**src/rtl/afifo_rd_stream.sv**
```systemverilog
// Read-side stream adapter for a non-show-ahead FIFO port with fixed read latency.
// Prefetches into a small ring buffer and presents a valid/ready stream at 1 word/clock.
module afifo_rd_stream #(
  parameter int unsigned WIDTH_DATA = 36,
  parameter int unsigned RD_LATENCY = 1,
  parameter int unsigned BUF_DEPTH  = 3,
  parameter int unsigned CNT_W      = 32
) (
  input  logic                  rdclock,
  input  logic                  rd_rst_n,
  input  logic                  fifo_empty,
  output logic                  fifo_ren,
  input  logic [WIDTH_DATA-1:0] fifo_rdata,
  output logic                  out_valid,
  input  logic                  out_ready,
  output logic [WIDTH_DATA-1:0] out_data,
  input  logic                  flush,
  output logic                  busy,
  output logic [CNT_W-1:0]      word_cnt
);

  localparam int unsigned PTR_W = (BUF_DEPTH > 1) ? $clog2(BUF_DEPTH) : 1;
  localparam int unsigned OCC_W = $clog2(BUF_DEPTH + 1);
  localparam int unsigned IFL_W = $clog2(RD_LATENCY + 1);
  localparam int unsigned SUM_W = $clog2(BUF_DEPTH + RD_LATENCY + 1);

  logic [WIDTH_DATA-1:0] mem [BUF_DEPTH];
  logic [PTR_W-1:0]      wr_ptr, wr_ptr_nxt;
  logic [PTR_W-1:0]      rd_ptr, rd_ptr_nxt;
  logic [OCC_W-1:0]      buf_cnt, buf_cnt_nxt;
  logic [RD_LATENCY-1:0] pipe, pipe_nxt;
  logic [CNT_W-1:0]      word_cnt_nxt;
  logic [IFL_W-1:0]      inflight_cnt;
  logic                  active;
  logic                  capture;
  logic                  pop;

  function automatic logic [PTR_W-1:0] ptr_inc(input logic [PTR_W-1:0] p);
    return (p == PTR_W'(BUF_DEPTH - 1)) ? '0 : p + PTR_W'(1);
  endfunction

  // Number of reads issued whose data has not yet been captured
  always_comb begin
    inflight_cnt = '0;
    for (int unsigned i = 0; i < RD_LATENCY; i++) begin
      inflight_cnt = inflight_cnt + IFL_W'(pipe[i]);
    end
  end

  // Issue only when every outstanding word is guaranteed a buffer slot
  always_comb begin
    fifo_ren = active && !fifo_empty && !flush &&
               ((SUM_W'(buf_cnt) + SUM_W'(inflight_cnt)) < SUM_W'(BUF_DEPTH));
    out_valid = (buf_cnt != '0);
    out_data  = mem[rd_ptr];
    busy      = (inflight_cnt != '0) || (buf_cnt != '0);
    capture   = pipe[RD_LATENCY-1];
    pop       = out_valid && out_ready;
  end

  always_comb begin
    wr_ptr_nxt   = wr_ptr;
    rd_ptr_nxt   = rd_ptr;
    buf_cnt_nxt  = buf_cnt;
    pipe_nxt     = (pipe << 1) | RD_LATENCY'(fifo_ren);
    word_cnt_nxt = pop ? word_cnt + CNT_W'(1) : word_cnt;
    if (capture) wr_ptr_nxt = ptr_inc(wr_ptr);
    if (pop)     rd_ptr_nxt = ptr_inc(rd_ptr);
    case ({capture, pop})
      2'b10:   buf_cnt_nxt = buf_cnt + OCC_W'(1);
      2'b01:   buf_cnt_nxt = buf_cnt - OCC_W'(1);
      default: buf_cnt_nxt = buf_cnt;
    endcase
    // Flush drops buffered words and anything still returning from the RAM
    if (flush) begin
      wr_ptr_nxt  = '0;
      rd_ptr_nxt  = '0;
      buf_cnt_nxt = '0;
      pipe_nxt    = '0;
    end
  end

  always_ff @(posedge rdclock or negedge rd_rst_n) begin
    if (!rd_rst_n) begin
      active   <= 1'b0;
      wr_ptr   <= '0;
      rd_ptr   <= '0;
      buf_cnt  <= '0;
      pipe     <= '0;
      word_cnt <= '0;
      for (int unsigned i = 0; i < BUF_DEPTH; i++) begin
        mem[i] <= '0;
      end
    end else begin
      active   <= 1'b1;
      wr_ptr   <= wr_ptr_nxt;
      rd_ptr   <= rd_ptr_nxt;
      buf_cnt  <= buf_cnt_nxt;
      pipe     <= pipe_nxt;
      word_cnt <= word_cnt_nxt;
      if (capture && !flush) begin
        mem[wr_ptr] <= fifo_rdata;
      end
    end
  end

endmodule

```
**config.mk**
```make
export PLATFORM = sky130hd
export DESIGN_NAME = afifo_rd_stream
export DESIGN_NICKNAME = d
export VERILOG_FILES = /design/src/rtl/afifo_rd_stream.sv
export SDC_FILE = /design/constraint.sdc
export NUM_CORES = 1
export LEC_CHECK = 0
export CAP_MARGIN = 25
export CORE_ASPECT_RATIO = 1.2
export CORE_MARGIN = 3
export CORE_UTILIZATION = 40
export CTS_CLUSTER_SIZE = 25
export DETAILED_ROUTE_END_ITERATION = 16
export DONT_BUFFER_PORTS = 1
export HOLD_SLACK_MARGIN = 0.08
export PLACE_DENSITY = 0.56
export SLEW_MARGIN = 5
export SYNTH_ARGS = -nofsm -noshare
export SYNTH_HDL_FRONTEND = slang
export SYNTH_SLANG_ARGS = --single-unit
```
**constraint.sdc**
```tcl
create_clock -name rdclock -period 5.4 [get_ports rdclock]
set_input_delay 0.54 -clock rdclock [delete_from_list [all_inputs] [get_ports rdclock]]
set_output_delay 0.54 -clock rdclock [all_outputs]
set_load 0.01 [all_outputs]
```
==> reports/results.tsv <==
metric	value	unit
pwr-share-seq	47.8	%
yosysWarnings	0	
drt_iter0_markers	159	
max_stage_delay	0.62	ns
drive_gt1_share	29.21	%
drt-total-wl	13880	microns
p_sw	0.0007173	W
die_h	146.9	microns
synth_area	6616	sq um
fmax	0.3701	GHz
worst_path_max_delay_cell	or4b_2	
power_per_cell_area	377.2	nW/um^2
grt_first_pass_wirelength	22650	microns
io_pins	112	
initial_utilization	41.64	%
numPortBuffers	0	
p_leak	3.212	nW
diodes	0	
worstMarginPinSlew	0.7336	ns
netSwitchingFraction	25.64	%
yosys.cell_types.count	36	
synth-seq-cells	148	
place.gp.congestion	0.7525	
pwr-share-clk	40.0	%
clock_skew	0.004370	ns
cts_sinks	148	
insertion_delay	0.41	ns
antenna_found_initial	0	
outcome	completed	
synth.avg_cell_area	12.67	sq um
cts-buffers-inserted	17	
cts_root_buffer	clkbuf_16	
slew_headroom	51.09	%
ys.flop_type	dfrtp_1	
post-place-ws	2.721	ns
grt_pass1_vias	4245	
clock_path_buffers	2	
crit_path_frequent_cell	ha_1	
fp.dieArea	18130	sq um
power.total	0.002798	W
pwr-share-comb	12.1	%
yosysSeqAreaShare	55.98	%
synth_area_leader_cell	dfrtp_1	
path_clk_slew	0.06	ns
synth_cells	522	
tns	0	ns
die_w	123.4	microns
grt_use_total	16.07	%
r2r-start	word_cnt[0]$_DFFE_PN0P_	
drc_errors	0	
crit_chain	ha_1 -> ha_1 -> or4b_2 -> a21oi_1	
layout_min_cycle_time	2.702	ns
synth_nets	566	
maxCapViolations	0	
via_per_inst	5.333	
grt_max_degree	149	
syn2layout_area_growth	12.12	%
hold_path.class	primary input to asynchronous set/reset pin	
cts_tree	yes	
fin_nets	567	
multi_input_area	2794	sq um
internal_power	0.002081	W
cp_max_fo	10	
regArea	3705	sq um
grt_setup_unrepaired	false	
drv_slew	0	
end_kind	output pin	
post_drt_wl_per_cell	18.70	microns
finalCritPeriodShare	50.03	%
cp_top_family	simple AND/OR/NAND/NOR gates	
rows	50	
dp_hpwl	8583	microns
nFillCells	1481	
worst_slack	2.698	ns
synth_area_leaders	dfrtp_1, mux2_2, mux2i_1, xnor2_1, nand2_1	
synthArstFlopShare	100.0	%
core-area	15890	sq um
crit_required	4.86	ns
worstSetupStartpointType	flop	
synth_top_area_share	55.98	%
vias	3957	
worstPathArrival	2.16	ns
finalSetupViolCount	0	
worstSetupStartpoint	capture$_DFF_PN0_	
dr.pass1.iters	4	
postCtsResizedCells	0	
crit_buf_inv	0	
postRouteAntennaNets	0	
synth-edff-count	0	
critPathKind	flop to output pin	
grt_overflow	0	
htree_levels	4	
peakVddDrop	197.3	uV
hold_violations	0	
-- what timing repair did --
item                                   CTS  global route
hold buffers                             1             0
setup buffers                            0             0
endpoints found under the hold margin  148             0
-- worst reg2reg max path, stage by stage, from the launching register on --
cell,delay [ns]
dfrtp_1,0.54
ha_1,0.26
nand3_1,0.12
nor2_1,0.53
nand3_1,0.24
xnor2_1,0.18
-- metrics by stage --
stage          hold WS [ns]  utilization (%)  instances  cell area [sq um]
2_1_floorplan        0.2444                -        522               6616
3_3_place_gp         0.2476            42.80        709               6800
3_5_place_dp         0.2476            42.80        709               6800
4_1_cts              0.1623            46.46        740               7383
5_1_grt              0.1493            46.69        742               7418
6_report             0.1161            46.69        742               7418
-- layout by cell type (no fill, tap or decap), types with 3 or more instances in the layout --
cell type	n
buf_4	6
nand2b_1	3
nor2_1	13
a21oi_1	7
mux2_2	108
xnor2_1	29
ha_1	3
nand3_1	15
nor3_1	4
and3_1	4
mux2i_1	37
clkbuf_16	17
o21ai_0	36
xor2_1	4
nand4_1	14
dfrtp_1	147
clkinv_2	5
nand2_1	49
-- area by class of cell --
type | count | area share [%]
Tap cell | 208 | 3.508
Multi-Input combinational cell | 347 | 37.66
Inverter | 1 | 0.05060
Sequential cell | 148 | 49.94
Clock buffer | 20 | 6.021
Timing Repair Buffer | 8 | 1.349
Clock inverter | 10 | 1.467
-- Yosys cell counts, drive strengths merged, types with 5 or more instances --
cell type  instances
a21oi              7
buf               16
clkbuf            10
dfrtp            148
mux2             108
mux2i             37
nand2             49
nand3             15
nand4             14
nor2              13
nor3               5
o21ai             37
xnor2             29
-- final timing paths --
check	to	slack, ns	cells after the start
max	fifo_ren	2.70	4
min	word_cnt[27]$_DFFE_PN0P_	0.12	1
max reg2reg	word_cnt[22]$_DFFE_PN0P_	3.41	5
min reg2reg	mem[63]$_DFFE_PN0P_	0.50	1
max in group asynchronous	mem[90]$_DFFE_PN0P_	4.73	1
min in group rdclock	buf_cnt[0]$_DFFE_PN0P_	0.19	1
-- registers in the layout, indices dropped and copies added (netlist names) --
signal,count
mem,108
buf_cnt,2
rd_ptr,2
active,1
word_cnt,32
wr_ptr,2
capture,1
-- metal layers --
metal	vias up	wire, microns	track usage (%)
met5	-	0	0
met3	15	990	6.430
met1	2007	5970	19.66
met2	84	6749	26.07
met4	0	165	4.765
li1	1851	-	-
-- cells by family (layout without fill, tap and decap cells) --
logic type | count (synthesis) | in the layout | share of synthesized area [%]
mux | 145 | 145 | 23.98
flops | 148 | 148 | 55.98
fa+ha+maj | 3 | 3 | 0.5674
other cells | 1 | 1 | 0.05668
xor+xnor | 33 | 33 | 4.368
simple gates | 119 | 119 | 9.172
compound gates | 46 | 46 | 3.725
buf+inv | 27 | 39 | 2.156
-- power by group through the flow --
stage | Sequential [W] | Combinational, W | Clock (W)
after CTS | 0.00134 | 0.000349 | 0.00115
after detailed placement | 0.00136 | 0.000323 | 0
after global placement | 0.00135 | 0.000314 | 0
final | 0.00134 | 0.000340 | 0.00112
after floorplan | 0.00133 | 0.000274 | 0
after global routing | 0.00136 | 0.000380 | 0.00121
No activity file was read; power rests on OpenSTA's default activity.
